[src/rtl/mult_operand_feeder_if.sv]
// Handshake and multiplier-bus signals between the operand feeder and its neighbours.
// master is the feeder's view; slave is the producer/multiplier/consumer side.
interface mult_operand_feeder_if #(parameter int W = 8);
    logic           in_valid;
    logic           in_ready;
    logic [W-1:0]   in_a;
    logic [W-1:0]   in_b;
    logic           mult_reset;
    logic           mult_start;
    logic [W-1:0]   mult_data;
    logic           mult_done;
    logic [2*W-1:0] mult_prod;
    logic           out_valid;
    logic           out_ready;
    logic [2*W-1:0] out_prod;
    logic           out_err;

    modport master (
        input  in_valid, in_a, in_b, mult_done, mult_prod, out_ready,
        output in_ready, mult_reset, mult_start, mult_data, out_valid, out_prod, out_err
    );
    modport slave (
        output in_valid, in_a, in_b, mult_done, mult_prod, out_ready,
        input  in_ready, mult_reset, mult_start, mult_data, out_valid, out_prod, out_err
    );
endinterface

[src/rtl/mult_operand_feeder.sv]
// Queues operand pairs and replays each onto the shift-add multiplier bus
// (reset, start, A, B), then returns the product with a watchdog-bounded wait.
module mult_operand_feeder #(
    parameter int W       = 8,
    parameter int DEPTH   = 2,
    parameter int TIMEOUT = 300
) (
    input logic                   clk,
    input logic                   reset,
    mult_operand_feeder_if.master bus
);
    localparam int AW = $clog2(DEPTH);
    localparam int CW = $clog2(DEPTH + 1);

    typedef struct packed {
        logic [W-1:0] a;
        logic [W-1:0] b;
    } pair_t;

    typedef enum logic [3:0] {IDLE, MRST, START, LDA, LDB, WAIT, CAP, ZERO, HOLD} state_t;

    state_t         state, state_nx;
    pair_t          mem [DEPTH];
    pair_t          head;
    logic [AW-1:0]  wr_ptr, rd_ptr;
    logic [CW-1:0]  count;
    logic [8:0]     wdog;
    logic           abort, timeout;
    logic           push, pop, empty;

    logic           mult_reset_nx, mult_start_nx, out_valid_nx, out_err_nx;
    logic [W-1:0]   mult_data_nx;
    logic [2*W-1:0] out_prod_nx;

    assign head         = mem[rd_ptr];
    assign empty        = (count == '0);
    assign bus.in_ready = (count != CW'(DEPTH));
    assign push         = bus.in_valid && bus.in_ready;
    // CAP and ZERO last exactly one cycle, so entering them is the pop point
    assign pop          = (state_nx == CAP) || (state_nx == ZERO);
    assign timeout      = (state == WAIT) && !bus.mult_done && (wdog == 9'(TIMEOUT - 1));

    always_ff @(posedge clk or negedge reset) begin
        if (!reset) state <= IDLE;
        else        state <= state_nx;
    end

    always_comb begin
        state_nx = state;
        case (state)
            IDLE:  if (!empty && !bus.out_valid)
                       state_nx = (head.a == '0 || head.b == '0) ? ZERO : MRST;
            MRST:  state_nx = START;
            START: state_nx = LDA;
            LDA:   state_nx = LDB;
            LDB:   state_nx = WAIT;
            WAIT:  if (bus.mult_done || timeout) state_nx = CAP;
            CAP:   state_nx = HOLD;
            ZERO:  state_nx = HOLD;
            HOLD:  if (bus.out_valid && bus.out_ready) state_nx = IDLE;
            default: state_nx = IDLE;
        endcase
    end

    // Bus outputs follow the next state so they are registered yet line up with it
    always_comb begin
        mult_reset_nx = (state_nx == MRST);
        mult_start_nx = (state_nx == START);
        mult_data_nx  = '0;
        if (state_nx == LDA) mult_data_nx = head.a;
        if (state_nx == LDB) mult_data_nx = head.b;
        out_valid_nx = bus.out_valid;
        out_prod_nx  = bus.out_prod;
        out_err_nx   = bus.out_err;
        case (state)
            CAP: begin
                out_valid_nx = 1'b1;
                out_prod_nx  = abort ? '0 : bus.mult_prod;
                out_err_nx   = abort;
            end
            ZERO: begin
                out_valid_nx = 1'b1;
                out_prod_nx  = '0;
                out_err_nx   = 1'b0;
            end
            HOLD: if (bus.out_valid && bus.out_ready) out_valid_nx = 1'b0;
            default: ;
        endcase
    end

    always_ff @(posedge clk) begin
        if (push) mem[wr_ptr] <= {bus.in_a, bus.in_b};
    end

    always_ff @(posedge clk or negedge reset) begin
        if (!reset) begin
            wr_ptr         <= '0;
            rd_ptr         <= '0;
            count          <= '0;
            wdog           <= '0;
            abort          <= 1'b0;
            bus.mult_reset <= 1'b0;
            bus.mult_start <= 1'b0;
            bus.mult_data  <= '0;
            bus.out_valid  <= 1'b0;
            bus.out_prod   <= '0;
            bus.out_err    <= 1'b0;
        end else begin
            if (push) wr_ptr <= wr_ptr + AW'(1);
            if (pop)  rd_ptr <= rd_ptr + AW'(1);
            count          <= count + CW'(push) - CW'(pop);
            // Zero outside WAIT, so the first WAIT cycle always starts from 0
            wdog           <= (state == WAIT) ? wdog + 9'd1 : 9'd0;
            abort          <= timeout;
            bus.mult_reset <= mult_reset_nx;
            bus.mult_start <= mult_start_nx;
            bus.mult_data  <= mult_data_nx;
            bus.out_valid  <= out_valid_nx;
            bus.out_prod   <= out_prod_nx;
            bus.out_err    <= out_err_nx;
        end
    end
endmodule

[src/flat_wrapper.sv]
// flat-port wrapper written by rule: the top's interface ports become plain ports
module mult_operand_feeder_flat 
#(
    parameter int W       = 8,
    parameter int DEPTH   = 2,
    parameter int TIMEOUT = 300
)
  (clk, reset, bus_in_valid, bus_in_a, bus_in_b, bus_mult_done, bus_mult_prod, bus_out_ready, bus_in_ready, bus_mult_reset, bus_mult_start, bus_mult_data, bus_out_valid, bus_out_prod, bus_out_err);
  mult_operand_feeder_if #(.W(W)) bus_i ();
  input logic clk;
  input logic reset;
  input wire logic [$bits(bus_i.in_valid)-1:0] bus_in_valid;
  input wire logic [$bits(bus_i.in_a)-1:0] bus_in_a;
  input wire logic [$bits(bus_i.in_b)-1:0] bus_in_b;
  input wire logic [$bits(bus_i.mult_done)-1:0] bus_mult_done;
  input wire logic [$bits(bus_i.mult_prod)-1:0] bus_mult_prod;
  input wire logic [$bits(bus_i.out_ready)-1:0] bus_out_ready;
  output wire logic [$bits(bus_i.in_ready)-1:0] bus_in_ready;
  output wire logic [$bits(bus_i.mult_reset)-1:0] bus_mult_reset;
  output wire logic [$bits(bus_i.mult_start)-1:0] bus_mult_start;
  output wire logic [$bits(bus_i.mult_data)-1:0] bus_mult_data;
  output wire logic [$bits(bus_i.out_valid)-1:0] bus_out_valid;
  output wire logic [$bits(bus_i.out_prod)-1:0] bus_out_prod;
  output wire logic [$bits(bus_i.out_err)-1:0] bus_out_err;
  assign bus_i.in_valid = bus_in_valid;
  assign bus_i.in_a = bus_in_a;
  assign bus_i.in_b = bus_in_b;
  assign bus_i.mult_done = bus_mult_done;
  assign bus_i.mult_prod = bus_mult_prod;
  assign bus_i.out_ready = bus_out_ready;
  assign bus_in_ready = bus_i.in_ready;
  assign bus_mult_reset = bus_i.mult_reset;
  assign bus_mult_start = bus_i.mult_start;
  assign bus_mult_data = bus_i.mult_data;
  assign bus_out_valid = bus_i.out_valid;
  assign bus_out_prod = bus_i.out_prod;
  assign bus_out_err = bus_i.out_err;
  mult_operand_feeder #(.W(W), .DEPTH(DEPTH), .TIMEOUT(TIMEOUT)) u_core (.clk(clk), .reset(reset), .bus(bus_i));
endmodule
[config.mk]
export PLATFORM = sky130hd
export DESIGN_NAME = mult_operand_feeder_flat
export DESIGN_NICKNAME = d
export VERILOG_FILES = /design/src/rtl/mult_operand_feeder_if.sv /design/src/rtl/mult_operand_feeder.sv /design/src/flat_wrapper.sv
export SDC_FILE = /design/constraint.sdc
export NUM_CORES = 1
export LEC_CHECK = 0
export CAP_MARGIN = 20
export CORE_MARGIN = 2
export CORE_UTILIZATION = 43
export CTS_CLUSTER_SIZE = 16
export DETAILED_ROUTE_END_ITERATION = 10
export PLACE_DENSITY = 0.69
export SLEW_MARGIN = 10
export SYNTH_ARGS = -nofsm -noshare
export SYNTH_HDL_FRONTEND = slang
export SYNTH_SLANG_ARGS = --single-unit
export TNS_END_PERCENT = 1
[constraint.sdc]
create_clock -name clk -period 5.1 [get_ports clk]
set_clock_uncertainty 0.1 [all_clocks]
set_input_delay 0.51 -clock clk [delete_from_list [all_inputs] [get_ports clk]]
set_output_delay 0.51 -clock clk [all_outputs]
set_load 0.01 [all_outputs]
==> flow_results.org, run 1 <==
** Yosys
- sky130_fd_sc_hd__dfrtp_1 is the most common cell in the netlist.
- Number of different library cells in the post-synthesis netlist :: 40
- Most frequent cells after synthesis :: 46 x sky130_fd_sc_hd__dfrtp_1, 42 x sky130_fd_sc_hd__nand2_1, 32 x sky130_fd_sc_hd__edfxtp_1, 18 x sky130_fd_sc_hd__nor2_1, 17 x sky130_fd_sc_hd__o21ai_1
- The number of nets handed over by synthesis was 305.
- Sequential cells were found to cover 65.6% of the synthesized design area.
- Async set-reset flop share out of synthesis :: 59.0%
- Total standard cell area after synthesis :: 0.00322 mm2
- In this run, synthesis produced a sequential element count of 78.
- Yosys printed 0 warnings.
- After synthesis, the largest area contributor takes up 35.7% of total cell area.
- In this run, synthesis inferred 32 flip-flops with an integrated enable.
- Top post-synthesis cells by area :: sky130_fd_sc_hd__dfrtp_1 36%, sky130_fd_sc_hd__edfxtp_1 30%, sky130_fd_sc_hd__mux2i_1 5.0%
- Dividing the synthesized area by the synthesized cell count gives 12.2 um2.
- Yosys top cell by area :: sky130_fd_sc_hd__dfrtp_1
- After technology mapping, the gate count stands at 265.
- Prevailing post-synth register cell :: sky130_fd_sc_hd__dfrtp_1

** Pwr
- Design Power :: 0.00139 W
- Int Pwr :: 0.00104 W
- The share of total power dissipated in the clock network is 32.8%.
- Switching component of the power :: 0.000353 W
- In this run switching power makes up 25.4% of total power.
- In this run the power density over the cells is 332 mW/mm2.
- Leakage power figure :: 1.66 nW
- Max rail drop VDD :: 178 uV
- Per report_power, the combinational group accounts for 11.6% of the total.
- Registers are responsible for 55.6% of the overall power.

** Detailed routing
- Routed wl met3 :: 321 um
- Uppermost routed layer :: met4
- For this run, design rule violations remaining after detail routing come to 0.
- Post-DR vias/cell :: 5.04
- Wires add up to 6140 um.
- Once detail routing completed, the nets flagged for antenna violations numbered 0.
- In the final routing, the length of wire on met1 measures 2760 um.
- In the final routed layout, each cell accounts on average for 14.0 um.
- In this run, the number of DRC markers left after iteration 0 of detailed routing was 164.
- Total iterations of the first detailed-routing run :: 4
- Wire segments on met2 add up to 2950 um in the final route.
- Across all layers, the routed design uses 2201 vias.

** Worst setup path
- Path length in cells of the critical path :: 9
- Critical path data required time :: 5.28 ns
- Worst Path Max Fanout :: 23
- The worst register-to-register path begins at u_core.rd_ptr.
- Across all register-to-register paths, the minimum setup slack is 1.90 ns.
- CP Data Arrival Time :: 3.37 ns
- The critical path goes through or4b_1, o22a_1, o221a_4, a211oi_2, ha_1, inv_1, ha_1, xnor2_1, xnor2_1.
- Together, buffers and inverters on the worst path number 1.
- The endpoint identified for the worst register-to-register timing path is u_core.count[1].
- For this design, the slowest cell found on the critical path is sky130_fd_sc_hd__dfrtp_1.
- Worst Reg-to-Reg Cells :: 9
- Dominant delay contributor by cell family on the critical path :: flip-flops
- Kind of critical path :: flip-flop to flip-flop
- Critical path capture point type :: flip-flop
- The worst setup path is launched from a flip-flop.
- Largest incremental delay on the critical path :: 1.02 ns

** Clocking
- Gates resized during post-CTS repair numbered 0.
- The number of clock buffers added by TritonCTS is 9.
- Number of setup buffers added after CTS :: 0
- The H-tree generated during clock tree synthesis spans 3 levels.
- Clock network latency to the later pin of the worst-skew pair :: 0.35 ns
- After clock tree synthesis, the clock-pin slew on the worst setup and hold paths is 0.08 ns.
- For this design, the CTS-stage hold fixing added 0 buffers.
- The tree is rooted in a sky130_fd_sc_hd__clkbuf_8.
- The longest clock path from root to sink contains 2 buffers.
- Sinks on the clock net :: 78
- CTS tree :: built

** Place
- Number of buffer cells added on primary ports :: 65
- Placed Cells :: 419
- At the placement stage, the worst setup path has a slack of 1.89 ns.
- Gpl congestion :: 0.785
- Placed wire-length estimate :: 4190 um

** Run
- Maxcap violations :: 0

** Layout
- The final layout contains 373 nets.
- From synthesis to final layout, the design area changed by 29.9%.
- Total of fill cells in the finished design :: 622
- Multi-input logic area :: 0.00105 mm2
- Layout cells sized above 1 :: 6.51%
- Registers take 0.00211 mm2.
- Antenna Diode Count :: 0
- Count of non-filler cells in the finished layout :: 437

** Timing
- Unrepaired setup endpoints after global routing :: no
- Fraction of the cycle the final worst path needs :: 62.7%
- Final critical-path setup slack :: 1.90 ns
- Max Fclk :: 313 MHz
- Subtracting the final worst setup slack from the clock period gives 3.20 ns.
- The max-slew violation count came to 0.
- Relative slew slack :: 32.3%
- Worst Max-Slew Pin Slew :: 1.02 ns
- Fin. Hold Viols :: 0
- In the final timing run, aggregate negative setup slack is 0 ns.
- Across all hold checks on the routed design, the worst slack comes to 0.369 ns.
- Setup violations remaining at the end of the flow were counted as 0.

** Worst hold path
- Counting instances, the worst hold path has a depth of 1.
- The worst hold path terminates at u_core.wdog[0].
- Startpoint of the most critical hold path :: u_core.wdog[0]
- Type of the tightest min-delay check :: flip-flop to flip-flop

** Die
- The floorplan step defined a die boundary enclosing 0.00820 mm2.
- In this run the standard cell core region covers 0.00725 mm2.
- Vertical die dimension :: 90.6 um
- Starting utilization of the core area :: 44.4%
- Horizontal die dimension :: 90.6 um
- Number of rows created at floorplan :: 31
- 66 I/O pins were placed.

** GRT
- Global-route wire length before repair :: 10500 um
- Entering global routing, the biggest net connects 47 pins.
- Via count of the first global-routing pass :: 2281
- The initial antenna violation count is 0.
- Remaining global-route overflow :: 0
- GRT Util Overall :: 16.1%

** Outcome
- Outcome :: complete, no violations
## flip-flops by register name, summed over array words and instances, names as in the netlist
signal                 cells
u_core.bus.mult_data       8
u_core.bus.out_prod       16
u_core.count               2
u_core.wr_ptr              1
u_core.state               4
u_core.bus.mult_start      1
u_core.wdog                9
u_core.bus.out_err         1
u_core.bus.out_valid       1
u_core.bus.mult_reset      1
u_core.rd_ptr              1
u_core.mem                32
u_core.abort               1
## through the flow
stage	area [um2]	util, %
global placement	3960	54.5
CTS	4160	57.3
detailed placement	3960	54.5
finish	4190	57.7
floorplan	3220	-
global route	4190	57.7
## worst max path at each step
stage / start / endpoint / slack, ns
detailed placement: u_core.rd_ptr / u_core.count[1] / 1.89
floorplan: u_core.rd_ptr / u_core.count[1] / 2.65
CTS: u_core.rd_ptr / u_core.count[1] / 1.87
global route: u_core.rd_ptr / u_core.count[1] / 1.74
finish: u_core.rd_ptr / u_core.count[1] / 1.90
global placement: u_core.rd_ptr / u_core.count[1] / 1.97
## per-layer routing
layer | track usage [%] | vias to the layer above
li1 | - | 1082
met5 | 0 | -
met3 | 3.92 | 10
met4 | 7.82 | 0
met1 | 20.1 | 1049
met2 | 26.4 | 60
## logic make-up (layout without fill, tap and decap cells)
family	count (synthesis)	count (layout)	synth area share (%)
DFF	78	78	65.6
adders and majority gates	3	3	1.17
and+or+nand+nor	96	96	14.1
buffers and inverters	16	89	1.90
AOI/OAI and AO/OA	44	44	8.97
xor gates and xnor gates	11	11	2.99
muxes	17	17	5.32
## power groups by stage
stage                     logic [W]  registers, W  clock network, W
after floorplan           0.0000880      0.000774                 0
after global placement     0.000159      0.000784                 0
after detailed placement   0.000162      0.000786                 0
after CTS                  0.000163      0.000773          0.000470
after global routing       0.000180      0.000782          0.000499
final                      0.000161      0.000773          0.000455
## placed cells by master, fill, tap and decap left out, types with 4 or more instances in the layout
cell	instances
sky130_fd_sc_hd__nor4_1	5
sky130_fd_sc_hd__nor2_1	18
sky130_fd_sc_hd__clkinv_4	4
sky130_fd_sc_hd__xor2_1	5
sky130_fd_sc_hd__a21oi_1	4
sky130_fd_sc_hd__dfrtp_1	46
sky130_fd_sc_hd__nor2b_1	4
sky130_fd_sc_hd__inv_1	5
sky130_fd_sc_hd__edfxtp_1	32
sky130_fd_sc_hd__xnor2_1	6
sky130_fd_sc_hd__nand2_1	42
sky130_fd_sc_hd__nand3b_1	4
sky130_fd_sc_hd__and3_1	4
sky130_fd_sc_hd__clkdlybuf4s50_1	64
sky130_fd_sc_hd__clkbuf_8	9
sky130_fd_sc_hd__mux2i_1	16
sky130_fd_sc_hd__nand3_1	8
sky130_fd_sc_hd__o21ai_1	17
sky130_fd_sc_hd__o22ai_1	9
## layout make-up
class                   instances  share of cell area, %
flip-flops and latches         78                   50.5
multi-input cells             171                   25.1
repair buffers                 68                   16.3
clock buffers                   9                   2.96
well taps                      99                   2.96
clock inverters                 7                   1.79
inverters                       5                  0.448
Note: power is estimated with default switching activity, not from simulation.
==> run 2: changes to the inputs <==
PLACE_DENSITY = 0.71   (was 0.69)
clock period = 2.8 ns   (was 5.1 ns; I/O delays follow)
==> run 2 against run 1 <==
Net effect: hold slack worse by 0.11 ns; sequential power up 82%; clock power up 88%; critical endpoint unchanged; global-route usage down 0.66 points; design area up 0.48%; fmax up 25%; cell count up 0.46%; power up 84%; non-clock buffer count up 2.
==> flow_results.org, run 2 (same netlist as run 1, synthesis figures left out) <==
** Outcome
- The flow ran to the end, and the final reports show no timing, DRC or antenna violations.

** Layout
- Antenna Diode Count :: 0 (unchanged)
- Non-Filler Cell Area, Final :: 0.00421 mm2 (+0.48%)
- The fraction of layout cells with a size suffix above 1 came to 7.06% (+0.55 points).
- Number of flip-flops in the largest register :: 32 (unchanged)
- Ranked by flip-flop count, first place goes to u_core.mem.
- The largest registers in the layout are u_core.mem (32), u_core.bus.out_prod (16), u_core.wdog (9).
- The layout net count is 375 (+0.54%).
- Area growth, synth to finish :: 30.5%
- The library cells used most frequently in the layout, excluding fill and tap cells, are 64 x sky130_fd_sc_hd__clkdlybuf4s50_1, 46 x sky130_fd_sc_hd__dfrtp_1, 42 x sky130_fd_sc_hd__nand2_1.
- The final cell count without fillers came to 439 (+0.46%).
- Leading cell type in the layout, fill and taps excluded :: sky130_fd_sc_hd__clkdlybuf4s50_1

** Timing
- The accumulated negative setup slack was 0 ns (unchanged).
- The headroom to the max-slew limit was 36.0% (+3.7 points).
- The worst setup slack after layout is 0.244 ns (-1.66 ns).
- The maximum operating frequency is 391 MHz (+25%).
- The count of final hold-check violations was 0 (unchanged).
- Number of pins exceeding their max-slew limit in the final report :: 0 (unchanged)
- Fraction of the cycle the final worst path needs :: 91.3% (+29 points)
- The transition time of the tightest slew-check pin came to 0.957 ns (-0.0587 ns).
- Period minus WS final :: 2.56 ns (-0.643 ns)
- Unrepaired setup endpoints after global routing :: no
- The count of final setup violators was 0 (unchanged).

** Clocking
- The insertion delay to the later sink of the worst-skew pair came to 0.35 ns (about the same).
- CTS max path bufs :: 2 (unchanged)
- # H-tree levels :: 3 (unchanged)
- Clock transition at path regs :: 0.08 ns (about the same)
- Hold-fix buffer count after cts :: 0 (unchanged)
- CTS tree :: built
- The number of gates given a new drive strength after cts is 0 (unchanged).
- The number of sinks driven by the clock tree came to 78 (unchanged).
- Number of buffers created by CTS :: 9 (unchanged)
- Root buffer cell :: sky130_fd_sc_hd__clkbuf_8
- Number of setup buffers added after CTS :: 0 (unchanged)

** Place
- The cell area after placement came to 0.00397 mm2 (+0.38%).
- The number of I/O port buffers came to 65 (unchanged).
- The placed instance count was 421 (+0.48%).
- The post-placement worst setup slack came to 0.235 ns (-1.66 ns).
- Gpl congestion :: 0.829 (+5.5%)
- The detailed-placement wirelength estimate was 4280 um (+2.3%).

** Die
- Vertical die dimension :: 90.6 um (unchanged)
- The overall die width came to 90.6 um (unchanged).
- The die outline area came to 0.00820 mm2 (unchanged).
- Standard cell core area :: 0.00725 mm2 (unchanged)
- The number of ports placed on the die boundary came to 66 (unchanged).
- The number of rows created at floorplan came to 31 (unchanged).
- The initial cell density of the core came to 44.4% (unchanged).

** Worst setup path
- Cell breakdown of the critical path :: or4b_1, o22a_1, o221a_4, a211oi_2, ha_1, inv_1, ha_1, xnor2_1, xnor2_1
- Kind of critical path :: flip-flop to flip-flop
- The number of buffers and inverters on the critical path came to 1 (unchanged).
- The data arrival time of the worst path is 2.73 ns (-0.64 ns).
- Launching element type of the critical path :: flip-flop
- On the critical path the largest part of the delay comes from compound AO/OA/AOI/OAI gates.
- Crit path max-delay cell type :: sky130_fd_sc_hd__or4b_1
- Largest incremental delay on the critical path :: 0.52 ns (-0.50 ns)
- The critical path required time came to 2.97 ns (-2.31 ns).
- Critical path capture point type :: flip-flop
- Worst Path Max Fanout :: 4 (-83%)

** Pwr
- The power density over the cells was 608 mW/mm2 (+83%).
- The maximum ir drop on the vdd rail was 412 uV (+130%).
- The leakage power total is 1.66 nW (+0.18%).

** Detailed routing
- Drt first-iter violations :: 80 (-51%)
- Total Wirelength :: 6070 um (-1.1%)
- The number of search-and-repair iterations in the first detailed-routing pass is 4 (unchanged).
- The post-detailed-route DRC marker count was 0 (unchanged).
- Via total after detailed routing :: 2209 (+0.36%)
- Post-detailed-route count of antenna-violating nets :: 0 (unchanged)
- Post-DR vias/cell :: 5.03 (about the same)
- The average wire per cell in the routed design came to 13.8 um (-1.5%).

** Worst hold path
- The tightest min-delay check is of the input port to asynchronous set/reset pin type.

** GRT
- Global-route wire length before repair :: 10200 um (-3.0%)
- The combined global-route utilization of all metal layers was 15.5% (-0.66 points).
- The remaining global-route overflow came to 0 (unchanged).
- The initial antenna violation count came to 0 (unchanged).
- Pin count of the biggest net entering global routing :: 47 (unchanged)
- Via count of the first global-routing pass :: 2217 (-2.8%)

** Run
- The total of max-cap violations is 0 (unchanged).
==> run 2: cell count changes in the layout (fill, tap and decap cells not counted), sizes merged <==
cell	before	now
inv	5	7
buf	3	5
clkinvlp	0	2
clkinv	6	2
==> run 2: final timing paths <==
path,start,to,slack [ns],depth (start not counted)
setup / recovery,u_core.mem[1][9],u_core.count[1],0.24,9
hold / removal,reset,u_core.bus.out_prod[14],0.25,2
setup reg to reg,u_core.mem[1][9],u_core.count[1],0.24,9
hold reg to reg,u_core.wdog[0],u_core.wdog[0],0.36,1
max in group asynchronous,reset,u_core.bus.mult_data[7],1.89,3
min in group clk,u_core.wdog[0],u_core.wdog[0],0.36,1
==> run 2: power by group <==
group	internal [W]	total, W	switching [W]
sequential	0.00134	0.00141	0.0000658
combinational	0.000129	0.000291	0.000162
clock	0.000421	0.000857	0.000437
==> run 2: layout make-up <==
cell class | count | area (um2)
fillers | 607 | 3050
well taps | 99 | 124
inverters | 5 | 18.8
clock inverters | 7 | 80.1
flip-flops and latches | 78 | 2110
repair buffers | 70 | 698
clock buffers | 9 | 124
multi-input cells | 171 | 1050
==> run 2: per-stage QoR <==
step                util (%)  hold slack [ns]  power, W
floorplan                  -           -0.116   0.00157
global placement        54.8            0.336   0.00171
detailed placement      54.8            0.345   0.00172
CTS                     57.6           0.0292   0.00258
global route            58.0            0.267   0.00268
finish                  58.0            0.254   0.00256
==> run 2: metal layers <==
layer  wire [um]  global-route usage (%)  share of wire, %
met5           0                       0                 0
met4          37                    3.85              0.61
met3         383                    5.26               6.3
met2        2980                    25.6                49
met1        2670                    19.6                44
==> run 2: worst register-to-register path, cell delays in order, from the launching register on <==
cell	delay [ns]
sky130_fd_sc_hd__edfxtp_1	0.39
sky130_fd_sc_hd__or4b_1	0.52
sky130_fd_sc_hd__o22a_1	0.22
sky130_fd_sc_hd__o221a_4	0.28
sky130_fd_sc_hd__a211oi_2	0.24
sky130_fd_sc_hd__ha_1	0.27
sky130_fd_sc_hd__inv_1	0.05
sky130_fd_sc_hd__ha_1	0.14
sky130_fd_sc_hd__xnor2_1	0.14
sky130_fd_sc_hd__xnor2_1	0.14
==> run 3: changes to the inputs <==
CORE_UTILIZATION = 35   (was 43)
PLACE_DENSITY = unset   (was 0.71)
TNS_END_PERCENT = 20   (was 1)
==> run 3 against run 2 <==
Net effect: die area is 22% higher; power is 0.12% lower; clock power hardly changed; utilization is 11 points lower; hold slack better by 0.036 ns; highest routed layer unchanged.
==> flow_results.org, run 3 (same netlist as run 1, synthesis figures left out) <==
** Outcome
- Outcome :: complete, no violations

** Worst setup path
- CP Data Arrival Time :: 2.76 ns (+0.03 ns)
- Kind of critical path :: flip-flop to flip-flop
- The peak fanout along the critical path was 4 (unchanged).
- The critical path required time was 2.97 ns (about the same).
- The worst setup path is captured at a flip-flop.
- Launching element type of the critical path :: flip-flop

** Timing
- The final critical delay including setup and external delays is 2.58 ns (+0.0258 ns).
- Fraction of the cycle the final worst path needs :: 92.2% (+0.92 points)
- The max-slew violation count is 0 (unchanged).
- The accumulated negative setup slack came to 0 ns (unchanged).
- The count of final setup violators was 0 (unchanged).
- The headroom to the max-slew limit is 50.3% (+14 points).
- Setup repair after global routing left no endpoint under its margin.
- The maximum operating frequency came to 387 MHz (-1.0%).
- The transition time of the tightest slew-check pin came to 0.745 ns (-0.212 ns).
- Fin. Hold Viols :: 0 (unchanged)

** Die
- Number of rows created at floorplan :: 35 (+13%)
- The initial cell density of the core was 35.5% (-8.9 points).
- Vertical die dimension :: 99.9 um (+10%)
- Standard cell core area :: 0.00906 mm2 (+25%)
- Number of placed I/O pins :: 66 (unchanged)
- The die outline area came to 0.00999 mm2 (+22%).
- Horizontal die dimension :: 99.9 um (+10%)

** Layout
- Leaving out fill and tap cells, the most frequent cells in the layout are 64 x sky130_fd_sc_hd__clkdlybuf4s50_1, 46 x sky130_fd_sc_hd__dfrtp_1, 42 x sky130_fd_sc_hd__nand2_1.
- The largest registers in the layout are u_core.mem (32), u_core.bus.out_prod (16), u_core.wdog (9).
- The flip-flop count of the largest register, all copies and words added came to 32 (unchanged).
- The cell area after layout was 0.00423 mm2 (+0.54%).
- The fraction of layout cells with a size suffix above 1 came to 7.33% (+0.27 points).
- Net count of the finished layout :: 376 (+0.27%)
- Relative to the synthesized area, the layout overhead comes to 31.2%.
- Leading cell type in the layout, fill and taps excluded :: sky130_fd_sc_hd__clkdlybuf4s50_1
- The antenna diode count came to 0 (unchanged).
- The core utilization of the finished layout came to 46.6% (-11 points).
- u_core.mem holds more flip-flops than any other register.

** Detailed routing
- The average wire per cell in the routed design came to 13.7 um (-0.60%).
- The post-detailed-route DRC marker count is 0 (unchanged).
- Via total after detailed routing :: 2199 (-0.45%)
- Drt first-iter violations :: 107 (+34%)
- The final wirelength came to 6210 um (+2.3%).
- The number of search-and-repair iterations in the first detailed-routing pass is 4 (unchanged).
- The vias per cell is 4.87 (-3.3%).
- Post-detailed-route count of antenna-violating nets :: 0 (unchanged)

** Pwr
- Power density over the cells :: 604 mW/mm2 (-0.65%)
- Leakage power figure :: 1.67 nW (+0.27%)
- Max rail drop VDD :: 363 uV (-12%)

** Clocking
- Sinks on the clock net :: 78 (unchanged)
- CTS tree :: built
- # H-tree levels :: 3 (unchanged)
- The cell sitting at the root of the clock tree is a sky130_fd_sc_hd__clkbuf_8.
- The worst-case clock buffer depth came to 2 (unchanged).
- The clock edge transition at the registers on the reported setup and hold paths came to 0.09 ns (about the same).
- The insertion delay to the later sink of the worst-skew pair came to 0.35 ns (about the same).
- Number of buffers created by CTS :: 9 (unchanged)

** GRT
- The via count of the first global-routing pass is 2115 (-4.6%).
- The maximum number of pins on one net before global-route repair was 47 (unchanged).
- Global-route wire length before repair :: 10100 um (-0.75%)
- GRT Util Overall :: 12.8% (-2.6 points)
- Remaining global-route overflow :: 0 (unchanged)
- The initial antenna violation count is 0 (unchanged).

** Place
- Placed wire-length estimate :: 4370 um (+2.0%)
- Cell area reported after detailed placement :: 0.00399 mm2 (+0.57%)
- The number of I/O port buffers is 65 (unchanged).
- The weighted congestion reported at the end of routability-driven placement was 0.765 (-7.7%).

** Worst hold path
- The tightest min-delay check is of the input port to asynchronous set/reset pin type.

** Run
- Maxcap violations :: 0 (unchanged)
## run 3: changes by cell type in the layout (fill, tap and decap cells not counted)
cell,before,now
sky130_fd_sc_hd__buf_4,3,4
sky130_fd_sc_hd__inv_6,2,3
sky130_fd_sc_hd__clkinv_4,2,1
## run 3: metal layers
metal	global-route usage [%]	vias to the layer above	wire length, um
li1	-	1090	-
met5	0	-	0
met3	3.06	9	357
met4	4.43	0	88
met2	20.5	70	2910
met1	17.3	1030	2850
## run 3: critical path, cell delays in order (launching register included)
cell                       delay [ns]
sky130_fd_sc_hd__edfxtp_1        0.41
sky130_fd_sc_hd__or4b_1          0.51
sky130_fd_sc_hd__o22a_1          0.22
sky130_fd_sc_hd__o221a_4         0.28
sky130_fd_sc_hd__a211oi_2        0.26
sky130_fd_sc_hd__ha_1            0.28
sky130_fd_sc_hd__inv_1           0.05
sky130_fd_sc_hd__ha_1            0.14
sky130_fd_sc_hd__xnor2_1         0.13
sky130_fd_sc_hd__xnor2_1         0.13
## run 3: where the power goes
part	switching (W)	internal, W
sequential	0.0000617	0.00134
clock	0.000435	0.000422
combinational	0.000163	0.000129
## run 3: final cells by class
class                   instances  area [um2]
clock buffers                   9         124
clock inverters                 7        80.1
fillers                       850        4840
inverters                       5        18.8
multi-input cells             171        1050
flip-flops and latches         78        2110
well taps                     111         139
repair buffers                 71         706
## run 3: path summary, 6_finish.rpt
check | start | endpoint | slack [ns] | cells after the start
max | u_core.mem[1][10] | u_core.count[1] | 0.22 | 9
min | reset | u_core.bus.out_prod[9] | 0.29 | 2
max reg2reg | u_core.mem[1][10] | u_core.count[1] | 0.22 | 9
min reg2reg | u_core.wdog[0] | u_core.wdog[0] | 0.38 | 1
max in group asynchronous | reset | u_core.bus.mult_reset | 1.81 | 3
min in group clk | bus_mult_prod[12] | u_core.bus.out_prod[12] | 0.36 | 3
## run 3: timing repair
item	in CTS	in global routing
endpoints found under the hold margin	0	17
resized for setup	0	0
setup endpoints to repair	0	0
buffers inserted	0	0
hold buffers	0	1
## run 3: per-stage QoR
step           cells  setup WS, ns  total power, W  hold WS [ns]
2_1_floorplan    265         0.345         0.00157        -0.116
3_3_place_gp     434         0.290         0.00172         0.335
3_5_place_dp     434         0.201         0.00173         0.374
4_1_cts          450         0.177         0.00259        0.0404
5_1_grt          452        0.0746         0.00270         0.335
6_report         452         0.218         0.00255         0.291
